File: config.mk
export PLATFORM = sky130hd
export DESIGN_NAME = avalon_write_master
export DESIGN_NICKNAME = d
export VERILOG_FILES = /design/src/rtl/avalon_write_master.sv
export SDC_FILE = /design/constraint.sdc
export NUM_CORES = 1
export LEC_CHECK = 0
export CORE_MARGIN = 1
export CORE_UTILIZATION = 45
export CTS_CLUSTER_SIZE = 10
export DETAILED_ROUTE_END_ITERATION = 6
export PLACE_DENSITY = 0.73
export SYNTH_ARGS = -nofsm -noshare
export SYNTH_HDL_FRONTEND = slang
export SYNTH_SLANG_ARGS = --single-unit
File: constraint.sdc
create_clock -name clock -period 2.7 [get_ports clock]
set_clock_uncertainty 0.15 [all_clocks]
set_input_delay 0.27 -clock clock [delete_from_list [all_inputs] [get_ports clock]]
set_output_delay 0.27 -clock clock [all_outputs]
set_load 0.01 [all_outputs]
File: src/rtl/avalon_write_master.sv
// avalon_write_master: Avalon-MM write master that issues a run of `count`
// writes starting at base_address (advancing by STRIDE) with writedata
// starting at seed (advancing by 1).
//
// Optional feature, selected by the macro AVALON_WRITE_TIMEOUT_EN:
//   when defined, a stall counter aborts a run after TIMEOUT consecutive
//   stalled cycles and raises a sticky error flag.
//   when undefined, no counter exists and error is tied low.
//
// Handshake: a beat is presented with write=1 and is accepted on the first
// rising edge where waitrequest=0. While waitrequest=1 the address,
// writedata and write outputs hold stable. The next beat follows on the
// very next cycle (back-to-back).
module avalon_write_master #(
  parameter int ADDR_W  = 4,
  parameter int DATA_W  = 4,
  parameter int COUNT_W = 8,
  parameter int STRIDE  = 1,
  parameter int TIMEOUT = 16
) (
  input  logic               clock,
  input  logic               reset,
  input  logic               start,
  input  logic [ADDR_W-1:0]  base_address,
  input  logic [COUNT_W-1:0] count,
  input  logic [DATA_W-1:0]  seed,
  input  logic               waitrequest,
  output logic               write,
  output logic [ADDR_W-1:0]  address,
  output logic [DATA_W-1:0]  writedata,
  output logic               busy,
  output logic               done,
  output logic               error
);

  typedef enum logic [1:0] {
    S_IDLE  = 2'd0,
    S_WRITE = 2'd1,
    S_DONE  = 2'd2
  } state_t;

  state_t             state;
  logic [COUNT_W-1:0] remaining;

`ifdef AVALON_WRITE_TIMEOUT_EN
  localparam int STALL_W = $clog2(TIMEOUT + 1);
  logic [STALL_W-1:0] stall_cnt;
`else
  assign error = 1'b0;
`endif

  // Control FSM with all Avalon and status outputs registered.
  always_ff @(posedge clock) begin
    if (reset) begin
      state     <= S_IDLE;
      remaining <= '0;
      write     <= 1'b0;
      address   <= '0;
      writedata <= '0;
      busy      <= 1'b0;
      done      <= 1'b0;
`ifdef AVALON_WRITE_TIMEOUT_EN
      error     <= 1'b0;
      stall_cnt <= '0;
`endif
    end else begin
      done <= 1'b0;
      case (state)
        S_IDLE: begin
          if (start) begin
`ifdef AVALON_WRITE_TIMEOUT_EN
            error     <= 1'b0;
            stall_cnt <= '0;
`endif
            if (count != '0) begin
              state     <= S_WRITE;
              write     <= 1'b1;
              address   <= base_address;
              writedata <= seed;
              remaining <= count;
              busy      <= 1'b1;
            end else begin
              // Empty run: go straight to the completion pulse.
              state <= S_DONE;
              done  <= 1'b1;
            end
          end
        end

        S_WRITE: begin
          if (!waitrequest) begin
`ifdef AVALON_WRITE_TIMEOUT_EN
            stall_cnt <= '0;
`endif
            if (remaining == COUNT_W'(1)) begin
              // Last beat accepted; address/writedata keep their last values.
              write     <= 1'b0;
              busy      <= 1'b0;
              remaining <= '0;
              state     <= S_DONE;
              done      <= 1'b1;
            end else begin
              address   <= address + ADDR_W'(STRIDE);
              writedata <= writedata + DATA_W'(1);
              remaining <= remaining - COUNT_W'(1);
            end
          end
`ifdef AVALON_WRITE_TIMEOUT_EN
          else if (stall_cnt == STALL_W'(TIMEOUT - 1)) begin
            // This is the TIMEOUT-th consecutive stalled cycle: abort.
            write     <= 1'b0;
            busy      <= 1'b0;
            remaining <= '0;
            error     <= 1'b1;
            stall_cnt <= '0;
            state     <= S_DONE;
            done      <= 1'b1;
          end else begin
            stall_cnt <= stall_cnt + STALL_W'(1);
          end
`endif
        end

        S_DONE: begin
          state <= S_IDLE;
        end

        default: begin
          state <= S_IDLE;
        end
      endcase
    end
  end

endmodule

==> Yosys cells after proc, flatten, opt, wreduce, memory -nomap -nowiden <==
Index checks and enable logic that the tools add are counted.
{ "op_classes": {"addsub": 3, "n_mul": 0, "div": 0, "magnitude_cmp": 0, "n_eq_ne": 7, "shift": 0, "mux": 30, "bitwise": 0, "n_reduce_logical": 7} }
{ "op_table": {"columns": ["operator", "count"], "rows": [
  ["$mux 4", 8],
  ["$mux 8", 4],
  ["$pmux 4 s2", 2],
  ["$pmux 8 s2", 1],
  ["$ne 2x2->1 const B", 5],
  ["$reduce_and 5->1", 2],
  ["$add 4x1->4 const B", 2],
  ["$eq 8x1->1 const B", 1],
  ["$mux 1", 8],
  ["$mux 2", 4],
  ["$reduce_bool 8->1", 1],
  ["$sub 8x1->8 const B", 1],
  ["$pmux 1 s2", 2],
  ["$pmux 2 s2", 1],
  ["$reduce_and 4->1", 1],
  ["$reduce_and 3->1", 1],
  ["$eq 2x1->1 const B", 1],
  ["$logic_not 2->1", 1],
  ["$reduce_bool 2->1", 1]
]} }
{ "totals": {"register_bits": 20, "latch_bits": 0, "mem_bits_rw": 0, "rom_bits": 0, "word_cells": 53, "n_memories": 0} }

==> Longest topological paths before layout <==
Gate-level depths: netlist of the first run.
{ "depth": {"depth_word": 4, "ltp_mapped": 6} }

==> Least setup slack after synthesis of the first run <==
OpenSTA, ideal clock, no wires.
{ "synth_path": {"kind": "register to register", "start": "register remaining[1]", "end": "register address[2]", "setup_ns": 0.086, "arrival_time_ns": 1.626, "setup_slack_ns": 0.838, "path_stages_with_launch": 7, "n_path_buf": 0, "synth_period_minus_slack_ns": 1.862, "path_cell_list": "dfxtp_1 inv_1 ha_1 or3b_2 o21ai_2 nand2_2 a221oi_2"} }
{ "synth_via": {"elab_chain_len": 3} }
{ "synth_rtl": {"columns": ["element", "line_no", "text"], "rows": [
  ["start, declared", "43", "logic [COUNT_W-1:0] remaining;"],
  ["start signal, assigned", "80", "remaining <= count;"],
  ["start signal, assigned", "105", "remaining <= remaining - COUNT_W'(1);"],
  ["$eq 8x1->1", "95", "if (remaining == COUNT_W'(1)) begin"],
  ["$ne 2x2->1 (no line)", null, null],
  ["$reduce_and 5->1 (no line)", null, null],
  ["end signal, assigned", "78", "address <= base_address;"],
  ["end signal, assigned", "103", "address <= address + ADDR_W'(STRIDE);"],
  ["end, declared", "29", "output logic [ADDR_W-1:0] address,"]
]} }
Every way passes these cells.
A chain may end at the register's enable or synchronous reset.

==> Final worst setup path of the first run <==
{ "layout_path": {"start": "register remaining[1]", "end": "register writedata[2]"} }
{ "layout_via": {"elab_chain_len": 3} }
{ "layout_rtl": {"columns": ["element", "line_no", "text"], "rows": [
  ["$eq 8x1->1", "95", null],
  ["$ne 2x2->1 (no line)", null, null],
  ["$reduce_and 5->1 (no line)", null, null],
  ["end signal, assigned", "104", "writedata <= writedata + DATA_W'(1);"],
  ["end, declared", "30", "output logic [DATA_W-1:0] writedata,"]
]} }
Every way passes these cells.

==> results of run 1 <==
[layout by cell type, fill, tap and decap left out, types with 2 or more instances in the layout]
cell              n
nor3b_1           2
or4_4             3
nor4_4            2
o31ai_1           2
nor3_1            6
clkdlybuf4s50_1  30
nand2b_1          6
buf_4             5
dfxtp_1          20
a211oi_1          4
a21boi_0          2
a221oi_2          5
nand2_1          10
o22ai_1           4
o21ai_0           4
a311oi_1          3
nand3_1           6
ha_1              4
o32ai_1           3
inv_1             9
nor2b_1           2
xor2_1            2
nor4_1            2
clkbuf_4          3
a21oi_1           9
a211oi_2          2
a221o_1           2
nor2_1            9
[cell type report]
| class | count | area share |
|---|---|---|
| tap | 31 | 0.02245 |
| clock buffer | 4 | 0.02100 |
| multi-input combinational | 117 | 0.5098 |
| timing repair buffer | 35 | 0.1955 |
| sequential | 20 | 0.2317 |
| inverter | 9 | 0.01955 |
[metrics by stage]
step	hold slack (ns)	power, uW	cells	utilization	cell area [sq um]
after floorplan	0.2735	603.1	157	-	1374
after global placement	0.3294	715.2	212	0.5980	1692
after global routing	0.3963	950.6	216	0.6108	1728
after CTS	0.3514	900.5	216	0.6108	1728
final	0.3512	898.3	216	0.6108	1728
after detailed placement	0.3316	726.2	212	0.5980	1692
[power by group through the flow]
stage                     Clock [uW]  Sequential, uW  Combinational, uW
final                            177             372                350
after global routing             192             379                380
after CTS                        180             371                349
after detailed placement           0             378                348
after global placement             0             376                339
after floorplan                    0             377                226
[per-layer routing]
| layer | global-route usage | routed length [um] | vias to the layer above |
|---|---|---|---|
| met4 | 0.06620 | 36 | 0 |
| li1 | - | - | 662 |
| met1 | 0.2952 | 1578 | 631 |
| met5 | 0 | 0 | - |
| met2 | 0.3832 | 1683 | 50 |
| met3 | 0.02268 | 208 | 5 |
[critical path, cell delays in order (launching register included)]
cell and delay (ns):
dfxtp_1 0.34, inv_1 0.11, ha_1 0.21, or3b_2 0.52, o21ai_2 0.26, nand2_2 0.18
a221oi_2 0.27
[state kept, by name, indices dropped and copies added, names as in the netlist]
signal     cells
remaining      8
address        4
writedata      4
state          2
busy           1
done           1
[cell families after synthesis]
logic type                 after synthesis  synth area share
AOI/OAI and AO/OA                       55            0.3470
xor gates and xnor gates                 2           0.01275
adders and majority gates                4           0.03643
buffers and inverters                   20           0.06739
DFF                                     20            0.2914
other                                    1          0.002730
and+or+nand+nor                         55            0.2423
[final timing paths]
path / from / end / cells after the start
max: remaining[1] / writedata[2] / 6
min: writedata[3] / writedata[3] / 2
max reg2reg: remaining[1] / writedata[2] / 6
min reg2reg: writedata[3] / writedata[3] / 2
==> flow_summary_export.csv, run 1 <==
group,metric,value,unit
clock_tree,hold_buffers,0,
synthesis,yosys.area.top_type_share,0.2914,
floorplan,rows,19,
sta,period_minus_slack,2.133,ns
synthesis,yosysSeqAreaShare,0.2914,
route,vias_per_cell,6.241,
sta,tns,0,ns
finish,final_nets,210,
run_status,run_status,"finished, final reports clean",
pwr,p_per_area,519.9,nW/um^2
sta,rsz0062_at_grt,"false",
synthesis,synthArstFlopShare,0,
floorplan,fp.dieArea,3278,sq um
route,ant_nets,0,
synthesis,synth_edf_count,0,
min_path,worstHoldPathType,"register to register",
clock_tree,ctsHtreeMaxLevel,1,
clock_tree,cts_tree,"built",
pwr,clkPwrFrac,0.197,
grt,gr-total-overflow,0,
route,vias,1348,
floorplan,coreArea,2829,sq um
finish,regArea,400.4,sq um
grt,grt_usage,0.2225,
synthesis,synth_seq_cells,20,
synthesis,synth_area_leaders,"dfxtp_1 29%, a221oi_2 5.5%, ha_1 3.6%, a21oi_1 3.3%, nor4_4 3.1%",
grt,grt_pass1_wl,5644,um
floorplan,io_pins,32,
sta,fin_ws,0.5669,ns
route,dr.pass1.iters,4,
finish,multi_input_area,880.8,sq um
sta,setup_violations,0,
grt,grt_max_degree,25,
clock_tree,cts_root_buf,"clkbuf_4",
route,drc,0,
pwr,combPwrFrac,0.389,
synthesis,syn_avg_cell_area,8.750,sq um
floorplan,die_w,57.26,um
synthesis,yosys.cell_types.count,52,
finish,area_growth,25.77,%
sta,fmax,468.8,MHz
clock_tree,path_clk_slew,0.11,ns
synthesis,syn_inst,157,
sta,drv_slew,0,
synthesis,yosys_warnings,0,
clock_tree,cts.sinks,20,
setup_path,endpoint_kind,"register",
pwr,p_sw_frac,0.3571,
finish,nFillCells,260,
pwr,ir_drop,0.2810,mV
synthesis,synth_most_common_cell,"dfxtp_1",
placed_design,port_buffers,30,
synthesis,syn_area,1374,sq um
grt,antenna_found_initial,0,
pwr,seqPwrFrac,0.414,
clock_tree,clockBufferDepth,2,
setup_path,cp_max_fo,6,
route,drt_first_iter_violations,66,
floorplan,start_util,0.4856,
synthesis,synthFlopType,"dfxtp_1",
placed_design,dp.final_hpwl,2609,um
setup_path,start_kind,"register",
pwr,leakagePower,0.0006154,uW
job,cap_violations,0,
pwr,intPower,577.5,uW
setup_path,rrSetupSlack,0.57,ns
setup_path,worst_ep_required_time,2.78,ns
placed_design,gp_congestion,0.8312,
route,wl_per_cell,16.23,um
finish,drive_gt1_frac,0.1568,
setup_path,crit_type,"register to register",
clock_tree,clk_latency,0.30,ns
setup_path,arrival,2.21,ns
grt,grt_pass1_vias,1189,
clock_tree,postCtsSetupBuffers,0,
clock_tree,post_cts_resized,0,
sta,final.period_utilization,0.7901,
clock_tree,cts_inserted_buffers,3,
finish,n_antenna_cell,0,
route,totalWireLength,3506,um
sta,hold_viol,0,
synthesis,syn_nets,181,
floorplan,die_h,57.26,um
synthesis,yosysTopAreaCell,"dfxtp_1",
pwr,power.switching,320.8,uW
placed_design,place_ws,0.2590,ns
synthesis,synthTopCellsByCount,"20 x dfxtp_1, 10 x nand2_1, 9 x a21oi_1, 9 x inv_1, 9 x nor2_1",
No activity file was read; power rests on OpenSTA's default activity.
==> inputs of run 2 (changes only) <==
- PLACE_DENSITY: 0.73 -> 0.76
- clock period: 2.7 -> 1.9 ns (I/O delays scaled with it)
==> run 2 against run 1 <==
The run now ends with design-rule violations left. Non-clock buffer count increased by 19. Cell count increased by 8.8%. Sequential power increased by 42%. Critical path type is now input port to register. Highest routed layer unchanged.
==> flow_summary_export.csv, run 2 (synthesized netlist as in run 1, its figures left out) <==
group,metric,value,unit
run_status,run_status,"complete, but fails checks",
run_status,failed_checks,"design-rule violations",
pwr,clkPwrFrac,0.245,
finish,largest_reg_flops,8,
clock_tree,path_clk_slew,0.13,ns
clock_tree,hold_buffers,0,
finish,regMostFlops,"remaining",
pwr,p_per_area,754.3,nW/um^2
setup_path,rrSetupSlack,0.08,ns
route,vias_per_cell,6.213,
route,drt_first_iter_violations,58,
route,dr.pass1.iters,6,
setup_path,worst_ep_required_time,1.99,ns
grt,grt_pass1_vias,1438,
finish,stdcell_area,1977,sq um
finish,final_nets,229,
sta,final.period_utilization,0.9798,
grt,gr-total-overflow,0,
grt,grt_use_met3,0.02494,
clock_tree,cts_inserted_buffers,3,
sta,period_minus_slack,1.862,ns
clock_tree,clockBufferDepth,2,
finish,top_regs,"remaining (8), address (4), writedata (4)",
route,ant_nets,0,
setup_path,arrival,1.95,ns
placed_design,place_area,1832,sq um
grt,antenna_found_initial,0,
grt,use_met2,0.4437,
floorplan,rows,19,
pwr,intPower,979.9,uW
setup_path,critPathTopFamily,"simple AND/OR/NAND/NOR gates",
finish,drive_gt1_frac,0.2696,
setup_path,cp_max_fo,10,
sta,drv_slew,0,
sta,rsz0062_at_grt,"true",
finish,nFillCells,225,
grt,grt_pass1_wl,6306,um
grt,globalRouteMet1Util,0.2962,
placed_design,port_buffers,30,
setup_path,critPathMaxStageDelay,0.62,ns
floorplan,die_w,57.26,um
sta,fmax,537.2,MHz
finish,multi_input_area,947.2,sq um
setup_path,endpoint_kind,"register",
route,vias,1460,
setup_path,crit_type,"input port to register",
placed_design,dp.final_hpwl,2811,um
floorplan,start_util,0.4856,
floorplan,coreArea,2829,sq um
route,wl_per_cell,16.49,um
sta,setup_violations,0,
finish,utilization,0.6988,
setup_path,cp_slowest_cell,"or4_4",
sta,hold_viol,0,
finish,final_common_cell,"clkdlybuf4s50_1",
setup_path,crit_chain,"clkdlybuf4s50_1 > or4_4 > nor4_4 > buf_4 > a211oi_2 > a221oi_2",
route,totalWireLength,3875,um
setup_path,path_buf_inv,2,
pwr,power.switching,511.2,uW
pwr,seqPwrFrac,0.354,
job,cap_violations,0,
clock_tree,cts_root_buf,"clkbuf_4",
grt,grt_max_degree,18,
grt,grt_usage,0.2453,
finish,final_cell_mix,"27 x clkdlybuf4s50_1, 22 x buf_4, 20 x dfxtp_1",
min_path,worstHoldPathType,"input port to register",
grt,grt.busiest_layer,"met2",
clock_tree,cts_tree,"built",
pwr,leakagePower,0.0007590,uW
pwr,p_sw_frac,0.3428,
clock_tree,ctsHtreeMaxLevel,1,
pwr,combPwrFrac,0.401,
clock_tree,cts.sinks,20,
placed_design,gp_congestion,0.8037,
route,drc,2,
finish,regArea,400.4,sq um
floorplan,io_pins,32,
floorplan,die_h,57.26,um
finish,n_antenna_cell,0,
clock_tree,clk_latency,0.31,ns
pwr,ir_drop,0.4881,mV
finish,area_growth,43.90,%
floorplan,fp.dieArea,3278,sq um
setup_path,start_kind,"input port",
==> run 2: cell count changes in the layout (fill, tap and decap cells not counted), sizes merged <==
| cell | change |
|---|---|
| bufinv | +1 |
| clkbuf | -1 |
| buf | +19 |
| clkdlybuf4s50 | -3 |
| dlymetal6s2s | +3 |
==> run 2: layout make-up <==
type / count / area share
clock buffer: 3 / 0.01139
clock inverter: 1 / 0.01519
inverter: 9 / 0.01709
multi-input combinational: 117 / 0.4791
sequential: 20 / 0.2025
tap: 31 / 0.01962
timing repair buffer: 54 / 0.2551
==> run 2: routing by layer <==
metal / share of wire / vias to the layer above
li1: - / 694
met1: 0.44 / 718
met2: 0.51 / 44
met3: 0.035 / 4
met4: 0.010 / 0
met5: 0 / -
==> run 2: through the flow <==
stage / TNS [ns] / cells / power (uW) / hold slack [ns] / worst slack, ns
2_1_floorplan: 0 / 157 / 857.1 / 0.1935 / 0.03797
3_3_place_gp: -4.376 / 229 / 1069 / 0.3306 / -0.3340
4_1_cts: 0 / 234 / 1458 / 0.2942 / 0.001512
6_report: 0 / 235 / 1491 / 0.05496 / 0.03847
5_1_grt: 0 / 235 / 1558 / 0.1096 / 0.001237
3_5_place_dp: -5.380 / 229 / 1087 / 0.3339 / -0.3858
==> run 2: worst reg2reg max path, stage by stage, from the launching register on <==
cell and delay (ns):
dfxtp_1 0.41, or4_4 0.60, o21ai_4 0.20, nand2_4 0.11
a221oi_2 0.28
==> run 2: path summary, 6_finish.rpt <==
kind | start | endpoint | cells after the start
setup / recovery | count[0] | remaining[0] | 6
hold / removal | count[6] | remaining[6] | 3
setup reg to reg | remaining[2] | writedata[2] | 4
hold reg to reg | address[2] | address[2] | 2
==> run 2: power groups by stage <==
| stage | Clock, uW | Combinational, uW | Sequential, uW |
|---|---|---|---|
| CTS | 365 | 569 | 525 |
| finish | 365 | 598 | 528 |
| floorplan | 0 | 321 | 536 |
| global placement | 0 | 540 | 529 |
| global route | 381 | 642 | 535 |
| detailed placement | 0 | 553 | 534 |
==> run 2: repair_timing <==
action | 4_1_cts | 5_1_grt
setup endpoints to repair | 7 | 18
gates resized for setup | 5 | 12
pin swaps | 2 | 6
setup buffers | 1 | 1
==> inputs of run 3 (changes only) <==
- GPL_ROUTABILITY_DRIVEN: default -> 0
- SLEW_MARGIN: default -> 30
==> results of run 3 <==
The final DEF is identical to that of run 2; final timing and power are the same.
